--- src/rtl/clk_freq_meter_pkg.sv ---
// Shared types and constants for the clock frequency meter.
//   clk_freq_meter_state_e : FSM state encoding used by clk_freq_meter
//   warm_cycles()          : number of WARM cycles for a given synchronizer depth
package clk_freq_meter_pkg;

  typedef enum logic [1:0] {eWarm, eIdle, eCount, eDone} clk_freq_meter_state_e;

  // One extra cycle beyond the synchronizer depth also flushes the
  // previous-sample flop of the edge detector.
  localparam int unsigned warm_extra_lp = 1;

  function automatic int unsigned warm_cycles(input int unsigned sync_stages);
    return sync_stages + warm_extra_lp;
  endfunction

endpackage

--- src/rtl/clk_freq_meter_sync.sv ---
// Synchronizer and rising-edge detector for the clock under test.
// Ports:
//   clk_i    in   system clock
//   reset_i  in   asynchronous active-high reset
//   async_i  in   signal asynchronous to clk_i
//   edge_o   out  one-cycle pulse per synchronized rising edge of async_i
// The pipeline is free-running; it never stalls with the FSM state.
module clk_freq_meter_sync #(
  parameter int sync_stages_p = 2
) (
  input  logic clk_i,
  input  logic reset_i,
  input  logic async_i,
  output logic edge_o
);

  logic [sync_stages_p-1:0] sync_r;
  logic                     prev_r;

  always_ff @(posedge clk_i or posedge reset_i) begin
    if (reset_i) begin
      sync_r <= '0;
      prev_r <= 1'b0;
    end else begin
      sync_r <= {sync_r[sync_stages_p-2:0], async_i};
      prev_r <= sync_r[sync_stages_p-1];
    end
  end

  assign edge_o = sync_r[sync_stages_p-1] & ~prev_r;

endmodule

--- src/rtl/clk_freq_meter.sv ---
// Counts rising edges of meas_clk_i over a programmable window of clk_i
// cycles and returns the result through a valid/yumi handshake.
// Ports:
//   clk_i       in   system/reference clock (only clock)
//   reset_i     in   asynchronous active-high reset
//   meas_clk_i  in   clock under test, asynchronous to clk_i
//   window_i    in   window length in clk_i cycles, sampled on accept
//   v_i         in   start request
//   ready_o     out  start request can be accepted
//   count_o     out  edges counted in the window (saturating)
//   overflow_o  out  count saturated during the window
//   v_o         out  count_o/overflow_o valid
//   yumi_i      in   consumer takes the result
//
// state  | meaning
// eWarm  | after reset, flush the synchronizer before accepting work
// eIdle  | ready_o=1, waiting for v_i
// eCount | window running, edges accumulated each cycle
// eDone  | v_o=1, result held until yumi_i
module clk_freq_meter
  import clk_freq_meter_pkg::*;
#(
  parameter int window_width_p = 16,
  parameter int count_width_p  = 16,
  parameter int sync_stages_p  = 2
) (
  input  logic                      clk_i,
  input  logic                      reset_i,
  input  logic                      meas_clk_i,
  input  logic [window_width_p-1:0] window_i,
  input  logic                      v_i,
  output logic                      ready_o,
  output logic [count_width_p-1:0]  count_o,
  output logic                      overflow_o,
  output logic                      v_o,
  input  logic                      yumi_i
);

  localparam int unsigned warm_cycles_lp = warm_cycles(sync_stages_p);
  localparam int          warm_w_lp      = $clog2(warm_cycles_lp + 1);

  clk_freq_meter_state_e     state_r, state_n;
  logic [warm_w_lp-1:0]      warm_cnt_r;
  logic [window_width_p-1:0] down_r;
  logic [count_width_p-1:0]  count_r;
  logic                      overflow_r;
  logic                      meas_edge;
  logic                      accept;
  logic                      warm_done;

  clk_freq_meter_sync #(
    .sync_stages_p(sync_stages_p)
  ) sync_u (
    .clk_i  (clk_i),
    .reset_i(reset_i),
    .async_i(meas_clk_i),
    .edge_o (meas_edge)
  );

  assign accept    = (state_r == eIdle) & v_i;
  assign warm_done = (warm_cnt_r == warm_w_lp'(warm_cycles_lp - 1));

  always_ff @(posedge clk_i or posedge reset_i) begin
    if (reset_i) state_r <= eWarm;
    else         state_r <= state_n;
  end

  always_comb begin
    state_n = state_r;
    case (state_r)
      eWarm:  if (warm_done) state_n = eIdle;
      eIdle:  if (v_i) state_n = (window_i == '0) ? eDone : eCount;
      eCount: if (down_r == window_width_p'(1)) state_n = eDone;
      eDone:  if (yumi_i) state_n = eIdle;
      default: state_n = eWarm;
    endcase
  end

  always_ff @(posedge clk_i or posedge reset_i) begin
    if (reset_i) begin
      warm_cnt_r <= '0;
      down_r     <= '0;
      count_r    <= '0;
      overflow_r <= 1'b0;
    end else begin
      if (state_r == eWarm) warm_cnt_r <= warm_cnt_r + 1'b1;

      if (accept)                  down_r <= window_i;
      else if (state_r == eCount)  down_r <= down_r - 1'b1;

      // The accept cycle's edge is deliberately dropped: the count only
      // covers the window_i cycles spent in eCount.
      if (accept) begin
        count_r    <= '0;
        overflow_r <= 1'b0;
      end else if ((state_r == eCount) && meas_edge) begin
        if (&count_r) overflow_r <= 1'b1;
        else          count_r    <= count_r + 1'b1;
      end
    end
  end

  assign ready_o    = (state_r == eIdle);
  assign v_o        = (state_r == eDone);
  assign count_o    = count_r;
  assign overflow_o = overflow_r;

endmodule

--- config.mk ---
export PLATFORM = sky130hd
export DESIGN_NAME = clk_freq_meter
export DESIGN_NICKNAME = d
export VERILOG_FILES = /design/src/rtl/clk_freq_meter_pkg.sv /design/src/rtl/clk_freq_meter_sync.sv /design/src/rtl/clk_freq_meter.sv
export SDC_FILE = /design/constraint.sdc
export NUM_CORES = 1
export LEC_CHECK = 0
export CORE_ASPECT_RATIO = 2
export CORE_MARGIN = 8
export CORE_UTILIZATION = 52
export CTS_CLUSTER_SIZE = 14
export DETAILED_ROUTE_END_ITERATION = 12
export HOLD_SLACK_MARGIN = 0.05
export PLACE_DENSITY = 0.9
export SLEW_MARGIN = 15
export SYNTH_ARGS = -nofsm -noshare
export SYNTH_HDL_FRONTEND = slang
export SYNTH_HIERARCHICAL = 1
export SYNTH_SLANG_ARGS = --single-unit
export TNS_END_PERCENT = 5
--- constraint.sdc ---
create_clock -name clk_i -period 2.75 [get_ports clk_i]
set_input_delay 0.275 -clock clk_i [delete_from_list [all_inputs] [get_ports clk_i]]
set_output_delay 0.275 -clock clk_i [all_outputs]
set_load 0.1 [all_outputs]
* Yosys cells after proc, flatten, opt, wreduce, memory -nomap -nowiden
Index checks and enable logic that the tools add are counted.
** Word-level totals
- Register bits :: 40
- Bits in latches :: 0
- Bits in writable memories :: 0
- Bits in read-only memories :: 0
- Input port bits :: 21
- Output and inout bits :: 19
- Logic and storage cells :: 47
- Memories kept :: 0
** Cells by class
- Add/sub/neg operators :: 3
- $mul :: 0
- Div/mod/pow operators :: 0
- Order comparisons :: 0
- Equal/unequal tests :: 10
- Shift-type cells :: 0
- Mux-type cells :: 14
- Bitwise gates (word level) :: 3
- Reduce and logical (&&, ||, !) cells :: 10
** Operators with widths (number)
- 16-bit two-way mux :: 5
- 16-bit by 1-bit adder with 16-bit output, second input constant :: 1
- 16-bit by 1-bit == test with 1-bit output, second input constant :: 1
- 16-bit logical NOT :: 1
- 16-bit AND reduction :: 1
- 16-bit by 1-bit subtractor with 16-bit output, second input constant :: 1
- 2-bit two-way mux :: 4
- 2-bit inequality test, second input constant :: 4
- 2-bit one-hot mux with 4 select lines :: 1
- 2-bit == test, second input constant :: 3
- 2-bit nonzero test :: 3
- 1-bit two-way mux :: 4
- 2-bit AND reduction :: 2
- 4-bit AND reduction :: 1
- 2-bit by 1-bit adder with 2-bit output, second input constant :: 1
- 1-bit bitwise AND :: 2
- 2-bit by 1-bit == test with 1-bit output, second input constant :: 1
- 2-bit logical NOT :: 1
- 2-bit by 1-bit inequality test with 1-bit output, second input constant :: 1
- 1-bit logical AND :: 1
- 1-bit inverter :: 1

* Logic depth before layout (Yosys ltp)
- Word-level depth :: 5
- Mapped depth :: 9
- Depth with buffers taken out :: 7

* By module
Netlist, hierarchy kept.
** By module, submodules not included
- clk_freq_meter :: instances 1, cells each 230, area each 2128.3 um2, sequential area each 925.9 um2
- clk_freq_meter_sync :: instances 1, cells each 5, area each 92.6 um2, sequential area each 75.1 um2

* Worst setup path before layout
Ideal clock, no wire load.
- Kind :: register to register
- From :: register state_r[1]
- To :: register count_r[7], in the netlist count_o[7]
- Setup time :: 78 ps
- Arrival :: 2792 ps
- Required time :: 2672 ps
- Setup slack :: -120 ps
- Cell stages (with the launch flop) :: 10
- Buffers on the path :: 2
- Period minus slack after synthesis :: 2870 ps
- Path through :: dfrtp_1 -> inv_1 -> ha_1 -> and2_1 -> clkbuf_1 -> nor3b_2 -> and4_4 -> buf_6 -> or4_1 -> a21oi_1
** On the way
- Cells in the longest elaborated chain, start to end :: 4
- Elaborated cells between the ends (all ways) :: 8
- Classes of those cells :: eq/ne: 3; mux: 1; bitwise: 1; reduce/logical: 3
** RTL lines
- start: declaration :: RTL line clk_freq_meter.sv:42 : clk_freq_meter_state_e state_r, state_n;
- start signal: assignment :: RTL line clk_freq_meter.sv:64 : if (reset_i) state_r <= eWarm;
- start signal: assignment :: RTL line clk_freq_meter.sv:65 : else state_r <= state_n;
- 2-bit by 1-bit == test with 1-bit output (*)
- net ready_o :: RTL line clk_freq_meter.sv:32 : output logic ready_o,
- 1-bit bitwise AND (*) :: RTL line clk_freq_meter.sv:60 : assign accept = (state_r == eIdle) & v_i;
- 2-bit inequality test (no source line) or 2-bit nonzero test (tied branches)
- 2-bit AND reduction (no source line)
- end signal: assignment :: RTL line clk_freq_meter.sv:98 : else count_r <= count_r + 1'b1;
- end: declaration :: RTL line clk_freq_meter.sv:45 : logic [count_width_p-1:0] count_r;
Mark *: on every way through the listed nets, which the timed path passes. The rest lies on a longest branch.
A chain may end at the register's enable or synchronous reset.

* Worst setup path in the final report
- From :: register state_r[0]
- To :: register count_r[12], in the netlist count_o[12]
** On the way
- Cells in the longest elaborated chain, start to end :: 4
- Elaborated cells between the ends (all ways) :: 8
- Classes of those cells :: eq/ne: 3; mux: 1; bitwise: 1; reduce/logical: 3
** RTL lines (RTL line)
- 2-bit by 1-bit == test with 1-bit output or 2-bit == test (tied branches) :: clk_freq_meter.sv:60, clk_freq_meter.sv:96
- 1-bit bitwise AND or 1-bit logical AND (tied branches) :: clk_freq_meter.sv:60, clk_freq_meter.sv:96
- 2-bit inequality test (no source line) or 2-bit nonzero test (tied branches)
- 2-bit AND reduction (no source line)
Several ways; a longest one is shown, not always the timed one.

==> flow_metrics.py <==
metrics = {
    "floorplanning": {
        "die_h_um": 108,
        "placement_rows": 33,
        "die_width_um": 62.2,
        "initial_core_util_pct": 54.3,
        "coreArea_um2": 4090,
        "floorplan.die_area_um2": 6740,
        "io-pin-count": 40,
    },
    "yosys": {
        "yosys.area.top_type": "dfrtp_1",
        "synth.avg_cell_area_um2": 9.45,
        "synth_ff_type": "dfrtp_1",
        "async_flop_share_pct": 100,
        "edff_count_synth": 0,
        "mapped_cell_area_um2": 2220,
        "syn-instance-count": 235,
        "synth.top_cell.area_share_pct": 45.1,
        "yosysWarningCount": 6,
        "post_synth_main_area_contributors": "dfrtp_1, nand2_1, xnor2_1",
        "synthesized_flop_and_latch_total": 40,
        "post_synth_num_cell_types": 45,
        "seq_area_frac_synth_pct": 45.1,
        "postSynthNetCount": 264,
    },
    "global_routing": {
        "global_route.overflow_total": 0,
        "grt_pass1_vias": 2001,
        "track_usage_pct": 16.8,
        "groute.layer.met2.usage_pct": 31.0,
        "globalRouteMet3Util_pct": 3.73,
        "grt_most_used_layer": "met2",
        "antenna_violations_before_repair": 0,
        "use_met1_pct": 17.0,
        "largest_net_degree_at_the_start_of_global_routing": 38,
        "grt_first_pass_wirelength_um": 9230,
    },
    "clock_network": {
        "clockRootBuffer": "clkbuf_8",
        "cts_num_sinks": 40,
        "cts_made_buffers": 5,
        "cts.clk_slew.worst_paths_ns": 0.07,
        "cts-resized-gates": 0,
        "cts_hold_repair.buffers": 0,
        "clock_tree.htree_level_count": 2,
        "cts_setup_buffers": 0,
        "clock_insertion_delay_worst_skew_ns": 0.29,
        "ctsLongestPathBuffers": 2,
        "tritoncts": "built",
    },
    "setup_path": {
        "cp_data_arrival_time_ns": 2.49,
        "critPathMaxStageDelay_ns": 0.65,
        "worstPathMaxFanout": 9,
        "critPathSlowestCell": "or4b_2",
        "startpoint_class_of_the_critical_path": "flip-flop",
        "reg2reg_to": "count_o[12]$_DFFE_PP0P_",
        "regToRegStartpoint": "state_r[0]$_DFFE_PP0P_",
        "crit_type": "flip-flop to flip-flop",
        "slack_of_the_worst_reg_to_reg_path_ns": 0.44,
        "rr_worst_depth": 6,
        "path_cells": "inv_1 -> ha_1 -> a22o_1 -> nand3_1 -> or4b_2 -> and3_1",
        "critPathRequiredTime_ns": 2.93,
        "crit_path_end_kind": "flip-flop",
    },
    "timing": {
        "layout_min_cycle_time_ns": 2.31,
        "max_freq_ghz": 0.433,
        "number_of_max_slew_violations_in_the_final_report": 0,
        "worst-slew-pin-transition_ns": 0.634,
        "final-hold-violation-count": 0,
        "finalSetupTns_ns": 0,
        "unrepaired_setup_endpoints_after_global_routing": "false",
        "fin_crit_sh_pct": 83.9,
        "final.setup_skew_ns": 0.00795,
        "timing.slew.headroom_pct": 57.6,
        "minimum_hold_slack_ns": 0.183,
        "final_setup_violation_count": 0,
    },
    "placement": {
        "gp_congestion": 0.884,
        "detailed_place.area_um2": 2590,
        "final_hpwl_from_detailed_placement_um": 4050,
        "port_buffers": 39,
    },
    "drt": {
        "wirelength_um": 5410,
        "final_antenna_net_count": 0,
        "drt_drc_violations_left": 0,
        "total_vias_in_the_final_route": 1940,
        "initialDrtViolationCount": 60,
        "route.detailed.wl_per_inst_um": 16.6,
        "drtPass1Iterations": 4,
        "post_drt_via_cell_ratio": 5.95,
    },
    "finish": {
        "layout.nets": 302,
        "antenna_cells": 0,
        "share_of_the_core_filled_with_cells_in_the_final_layout_pct": 65.5,
        "n_fill_cell": 344,
        "drive_above_1_share_pct": 13.5,
        "area_growth_pct": 20.6,
        "postLayoutCellArea_um2": 2680,
    },
    "job": {
        "max-cap-violations": 0,
    },
    "hold_path": {
        "hold_class": "input pin to asynchronous set/reset pin",
    },
    "power_and_ir_drop": {
        "p_per_area_nw_per_um2": 890,
        "max-vdd-ir-drop_mv": 0.722,
        "p_leak_uw": 0.00113,
    },
    "run_status": {
        "status": "completed",
    },
}
-- worst max-delay path by stage --
stage / start / endpoint / slack, ns / cells after the start
global placement: v_i / count_o[12]$_DFFE_PP0P_ / 0.55 / 5
detailed placement: v_i / count_o[3]$_DFFE_PP0P_ / 0.47 / 5
CTS: state_r[0]$_DFFE_PP0P_ / count_o[12]$_DFFE_PP0P_ / 0.47 / 6
global route: state_r[0]$_DFFE_PP0P_ / count_o[12]$_DFFE_PP0P_ / 0.33 / 6
finish: state_r[0]$_DFFE_PP0P_ / count_o[12]$_DFFE_PP0P_ / 0.44 / 6
floorplan: state_r[1]$_DFFE_PP0P_ / count_o[7]$_DFFE_PP0P_ / 0.21 / 9
-- per-stage QoR --
stage                     power [uW]  setup WS [ns]  cells
final                           2380          0.442    326
after global placement          1940          0.549    318
after CTS                       2400          0.474    326
after detailed placement        1990          0.469    318
after floorplan                 1730          0.206    235
after global routing            2530          0.327    326
-- worst max-delay path, delay by kind of cell, from the launching register on --
kind	cells	cell delay, ns
adder cells (fa/ha/maj)	1	0.33
AO/OA/AOI/OAI	1	0.29
AND/OR/NAND/NOR	3	1.06
buffers and inverters	1	0.10
flip-flops	1	0.42
-- power breakdown --
| part | switching, uW | internal (uW) | leakage [uW] |
|---|---|---|---|
| registers | 180 | 762 | 0.000504 |
| logic | 669 | 371 | 0.000580 |
| clock network | 197 | 205 | 0.0000455 |
| total | 1050 | 1340 | 0.00113 |
-- metal layers --
| layer | wire (um) | vias up |
|---|---|---|
| met5 | 0 | - |
| met3 | 233 | 18 |
| met4 | 167 | 0 |
| met1 | 2060 | 937 |
| li1 | - | 917 |
| met2 | 2950 | 68 |
-- layout make-up --
class,count,area [um^2],area share (%)
Clock buffer,8,90.1,3.36
Inverter,10,37.5,1.40
Sequential cell,40,1000,37.4
Tap cell,52,65.1,2.43
Timing Repair Buffer,42,365,13.6
Multi-Input combinational cell,174,1120,41.8
-- cell usage in the layout (no fill, tap or decap), drive strengths merged, types with 6 or more instances in the layout --
| cell type | instances |
|---|---|
| dfrtp | 40 |
| nand2 | 29 |
| buf | 22 |
| clkdlybuf4s50 | 20 |
| o21ai | 18 |
| nor2 | 17 |
| xnor2 | 12 |
| inv | 10 |
| nand3 | 9 |
| a21oi | 8 |
| ha | 8 |
| clkbuf | 8 |
| a31oi | 6 |
-- kinds of logic (layout without fill, tap and decap cells) --
| logic type | after synthesis | in the layout | synth area share (%) |
|---|---|---|---|
| xor+xnor | 17 | 17 | 6.70 |
| fa+ha+maj | 8 | 8 | 4.51 |
| flops | 40 | 40 | 45.1 |
| buf+inv | 21 | 60 | 4.62 |
| simple gates | 97 | 97 | 23.7 |
| mux | 3 | 3 | 1.46 |
| compound gates | 49 | 49 | 14.0 |
-- registers in the layout, summed over array words and instances, names as in the netlist --
name           count
warm_cnt_r         2
down_r            16
sync_u/sync_r      2
overflow_o         1
state_r            2
sync_u/prev_r      1
count_o           16
-- synthesized netlist by cell type (all sizes together), types with 2 or more instances --
| cell type | n |
|---|---|
| inv | 10 |
| nand4 | 3 |
| nand3 | 9 |
| a41o | 2 |
| dfrtp | 40 |
| a21oi | 8 |
| nor4 | 5 |
| o21bai | 2 |
| a211oi | 3 |
| nand2b | 4 |
| xnor2 | 12 |
| ha | 8 |
| xor2 | 5 |
| nor2 | 17 |
| nor3b | 4 |
| mux2 | 2 |
| clkbuf | 7 |
| and4 | 2 |
| or4 | 5 |
| nand2 | 29 |
| and3 | 5 |
| buf | 4 |
| and2 | 2 |
| o31ai | 3 |
| nor3 | 5 |
| o21ai | 18 |
| a31oi | 6 |
| nand3b | 2 |
Note: power is estimated with default switching activity, not from simulation.
==> edit 1: new RTL, config.mk and constraints unchanged <==
Set the parameter `count_width_p` to 12 (it was 16).
--- a/src/rtl/clk_freq_meter.sv
+++ b/src/rtl/clk_freq_meter.sv
@@ -21,7 +21,7 @@
   import clk_freq_meter_pkg::*;
 #(
   parameter int window_width_p = 16,
-  parameter int count_width_p  = 16,
+  parameter int count_width_p  = 12,
   parameter int sync_stages_p  = 2
 ) (
   input  logic                      clk_i,
Interface: changed (resized count_o); port bits go from 40 to 36. No check against the original RTL was run, so the function may have changed too.
==> edit 1 against the unedited design <==
  * Final area decreased by 4.2%
  * First-iteration DRC count shrank 20%
  * Area after synthesis decreased by 4.5%
  * Routed wire length is 9.0% lower
  * Sequential share of layout area decreased by 2.3 points
  * Critical endpoint is now count_o[10]
  * Highest routed layer unchanged
  * Setup slack gained 0.024 ns
  * Sequential cell count is 4 lower
  * Critical path type unchanged
  * Synthesized cell count shrank 5.5%
Power is not compared: it rests on default switching activity, and its combinational part moved more than twofold at a synthesized area within 25%.
==> edit 1: results <==
metrics = {
    "run_status": {
        "outcome": "complete, no violations",
    },
    "route": {
        "detailroute.via_count": 1851,
        "detail_route.first_pass.iterations": 4,
        "drt_first_iter_violations": 48,
        "dr_wl_cell_um": 15.8,
    },
    "finish": {
        "layout.nets": 288,
        "max_flop_register": "down_r",
        "layout-drive-gt1-share_pct": 14.7,
    },
    "yosys": {
        "synth_cell_type_count": 47,
        "synth-seq-area-share_pct": 42.5,
        "syn_inst": 222,
        "post_synth_main_area_contributors": "sky130_fd_sc_hd__dfrtp_1 42%, sky130_fd_sc_hd__nand2_1 5.1%, sky130_fd_sc_hd__ha_1 4.7%, sky130_fd_sc_hd__xnor2_1 4.5%, sky130_fd_sc_hd__nor4b_4 3.4%",
        "post_synth_most_frequent_cells": "36 x sky130_fd_sc_hd__dfrtp_1, 29 x sky130_fd_sc_hd__nand2_1, 14 x sky130_fd_sc_hd__o21ai_0, 11 x sky130_fd_sc_hd__inv_1, 11 x sky130_fd_sc_hd__xnor2_1",
        "postSynthNetCount": 251,
        "synthesis.yosys.warnings": 6,
    },
    "setup_path": {
        "critical_path_data_arrival_time_ns": 2.51,
        "reg2reg_slack_ns": 0.47,
        "critPathMaxFanout": 13,
    },
    "global_routing": {
        "grt.met2_usage_pct": 26.7,
        "met1_usage_grt_pct": 20.1,
        "maximum_number_of_pins_on_one_net_before_global_route_repair": 34,
        "grt_first_pass_wirelength_um": 8500,
        "track_usage_pct": 16.6,
        "globalRouteMet3Util_pct": 4.59,
    },
    "cts": {
        "post_cts_resized": 0,
        "insertion_delay_ns": 0.29,
    },
    "placed_design": {
        "globalplace.congestion": 0.875,
        "dpl.cell_count": 304,
        "port_buffers": 35,
        "hpwlAfterDp_um": 3730,
    },
    "timing": {
        "clock_skew_ns": 0.00380,
        "slew_worst_pin_ns": 0.713,
    },
    "pwr": {
        "cellInternalPower_mw": 0.836,
    },
}
[edit 1: cell types whose count changed in the layout (fill, tap and decap cells not counted), moves of 5 or more]
cell                       unedited run  this run
sky130_fd_sc_hd__nor2_1              17        10
sky130_fd_sc_hd__nand3_1              9         4
sky130_fd_sc_hd__o211ai_1             0         5
sky130_fd_sc_hd__nor3_1               5        10
[edit 1: final timing paths]
check	startpoint	endpoint	depth (start not counted)
min in group clk_i	sync_u/sync_r[0]	sync_u/sync_r[1]	0
hold / removal	reset_i	sync_u/prev_r	2
setup reg to reg	state_r[0]	count_o[10]	6
hold reg to reg	sync_u/sync_r[0]	sync_u/sync_r[1]	0
setup / recovery	state_r[0]	count_o[10]	6
max in group asynchronous	reset_i	count_o[2]	3
[edit 1: cell families (layout without fill, tap and decap cells)]
kind of cell               count (synthesis)  after routing  synth area share [%]
DFF                                       36             36                  42.5
AOI/OAI and AO/OA                         42             42                  12.4
and+or+nand+nor                           99             99                  29.3
buffers and inverters                     20             57                  3.95
adders and majority gates                  8              8                  4.72
xor gates and xnor gates                  15             15                  6.19
muxes                                      2              2                 0.944
[edit 1: final cells by class]
| type | count | area (µm²) |
|---|---|---|
| fill | 342 | 1440 |
| multi-input combinational | 166 | 1140 |
| sequential | 36 | 901 |
| timing repair buffer | 39 | 343 |
| clock buffer | 6 | 72.6 |
| tap | 52 | 65.1 |
| inverter | 11 | 41.3 |
| clock inverter | 1 | 5.00 |
[edit 1: per-stage QoR]
step	hold WS, ns	cell area [µm²]	util (%)	worst slack (ns)	power (mW)
3_5_place_dp	0.340	2490	62.1	0.491	1.05
4_1_cts	0.168	2570	64.1	0.474	1.40
3_3_place_gp	0.338	2490	62.1	0.588	1.04
5_1_grt	0.184	2570	64.1	0.290	1.44
2_1_floorplan	0.0286	2120	-	0.303	0.921
6_report	0.173	2570	64.1	0.467	1.39
[edit 1: power groups by stage]
stage               clock, mW  combinational (mW)  sequential [mW]
global placement            0               0.412            0.623
CTS                     0.363               0.418            0.619
floorplan                   0              0.0688            0.852
detailed placement          0               0.417            0.629
finish                  0.355               0.414            0.618
global route            0.381               0.434            0.626
[edit 1: layer usage]
metal | vias up | routed length, µm
li1 | 882 | -
met1 | 892 | 1960
met2 | 70 | 2530
met3 | 7 | 364
met4 | 0 | 71
met5 | - | 0
[edit 1: critical path: stages, from the launching register on]
cell and delay [ns]:
sky130_fd_sc_hd__dfrtp_1 0.42, sky130_fd_sc_hd__inv_1 0.10, sky130_fd_sc_hd__ha_1 0.39, sky130_fd_sc_hd__a22oi_1 0.24, sky130_fd_sc_hd__or4b_4 0.59, sky130_fd_sc_hd__or4_1 0.40
sky130_fd_sc_hd__nand2_1 0.08
==> edit 2: new RTL, same flow settings <==
Without the edit above. Re-encode `clk_freq_meter_state_e` (4 states) as one-hot, 4 bits wide.
--- a/src/rtl/clk_freq_meter_pkg.sv
+++ b/src/rtl/clk_freq_meter_pkg.sv
@@ -3,7 +3,7 @@
 //   warm_cycles()          : number of WARM cycles for a given synchronizer depth
 package clk_freq_meter_pkg;
 
-  typedef enum logic [1:0] {eWarm, eIdle, eCount, eDone} clk_freq_meter_state_e;
+  typedef enum logic [3:0] {eWarm = 4'b0001, eIdle = 4'b0010, eCount = 4'b0100, eDone = 4'b1000} clk_freq_meter_state_e;
 
   // One extra cycle beyond the synchronizer depth also flushes the
   // previous-sample flop of the edge detector.
Function: no difference found for any inputs over 10 cycles, from zero or initial values and one cycle with reset_i high; not proved beyond that.
==> edit 2 against the unedited design <==
  * First-iteration DRC count grew 87%
  * Setup slack gained 0.046 ns
  * Sequential cell count grew 2
  * Power is essentially flat
  * Routed wire length grew 16%
  * Die area grew 7.4%
  * Combinational power shrank 22%
  * Worst hold slack lost 0.013 ns
  * Sequential share of layout area shrank 2.1 points
  * Critical path depth shrank 1
  * Sequential power grew 5.1%
  * Final area grew 11%
  * Area after synthesis grew 9.3%
  * Critical endpoint is now count_o[0]
==> edit 2: results <==
metrics = {
    "run_status": {
        "outcome": "complete, no violations",
    },
    "route": {
        "viasPerCell": 6.43,
        "wirelength_met1_um": 2210,
        "detail_route.wirelength_um": 6270,
        "detail_route.first_pass.iterations": 5,
        "dr_wl_cell_um": 17.6,
    },
    "yosys": {
        "synthMuxAreaShare_pct": 5.00,
        "synth_xor_area_share_pct": 0.722,
        "synth-seq-area-share_pct": 43.4,
        "synth_cell_type_count": 54,
        "post_synth_main_area_contributors": "sky130_fd_sc_hd__dfrtp_1 42%, sky130_fd_sc_hd__nand2_1 5.4%, sky130_fd_sc_hd__mux2i_1 4.5%, sky130_fd_sc_hd__o211ai_1 2.8%, sky130_fd_sc_hd__o21ai_0 2.5%",
        "post_synth_most_frequent_cells": "41 x sky130_fd_sc_hd__dfrtp_1, 35 x sky130_fd_sc_hd__nand2_1, 15 x sky130_fd_sc_hd__nor2_1, 12 x sky130_fd_sc_hd__o21ai_0",
        "postSynthNetCount": 282,
        "synth_compound_gate_area_share_pct": 19.2,
        "syn_inst": 257,
    },
    "timing": {
        "slew_headroom_pct": 45.0,
        "final_worst_path_setup_slack_ns": 0.489,
        "whs_ns": 0.170,
        "clock_skew_ns": 0.00596,
    },
    "global_routing": {
        "first_global_vias": 2345,
        "grt_first_pass_wirelength_um": 10500,
        "track_usage_pct": 17.8,
        "maximum_number_of_pins_on_one_net_before_global_route_repair": 40,
    },
    "setup_path": {
        "critPathMaxFanout": 14,
        "setup.worst_path.start": "state_r[0]",
        "critical_path_data_arrival_time_ns": 2.44,
        "rr_endpoint": "count_o[0]",
        "worst-r2r-cell-count": 5,
    },
    "pwr": {
        "power.ir.vdd_worst_mv": 0.576,
        "total_leakage_power_nw": 1.25,
    },
    "placed_design": {
        "placed_cell_area_um2": 2850,
        "dpl.cell_count": 348,
        "globalplace.congestion": 0.845,
        "hpwlAfterDp_um": 4660,
        "dpl_worst_slack_ns": 0.431,
    },
    "finish": {
        "layout.nets": 325,
    },
}
==> edit 2: worst min path at each step <==
stage / end
6_report: sync_u/prev_r
5_1_grt: sync_u/prev_r
4_1_cts: sync_u/prev_r
3_5_place_dp: sync_u/sync_r[1]
3_3_place_gp: sync_u/sync_r[1]
2_1_floorplan: sync_u/prev_r
==> edit 2: cell type report <==
class	count	area, µm²
sequential	42	1050
inverter	12	46.3
clock inverter	3	68.8
multi-input combinational	193	1280
timing repair buffer	46	395
clock buffer	5	68.8
fill	382	1570
tap	55	68.8
==> edit 2: cells by family after synthesis <==
| kind of cell | count (synthesis) |
|---|---|
| DFF | 42 |
| adders and majority gates | 4 |
| muxes | 12 |
| buffers and inverters | 22 |
| AOI/OAI and AO/OA | 63 |
| xor gates and xnor gates | 2 |
| and+or+nand+nor | 112 |
==> edit 2: per-layer routing <==
layer | vias to the layer above | GRT usage (%)
met3 | 22 | 3.89
met4 | 0 | 8.94
met5 | - | 0
li1 | 1054 | -
met1 | 1123 | 16.8
met2 | 91 | 33.7
==> edit 2: where the power goes <==
part / switching, mW / internal, mW / leakage [nW]
combinational: 0.494 / 0.312 / 0.646
clock: 0.225 / 0.364 / 0.0683
sequential: 0.202 / 0.789 / 0.533
==> edit 2: worst max-delay path, cell delays in order (launching register included) <==
cell	delay (ns)
sky130_fd_sc_hd__dfstp_2	0.63
sky130_fd_sc_hd__or4b_4	0.17
sky130_fd_sc_hd__clkinv_2	0.12
sky130_fd_sc_hd__a211oi_4	0.56
sky130_fd_sc_hd__a21boi_0	0.31
sky130_fd_sc_hd__mux2_2	0.35
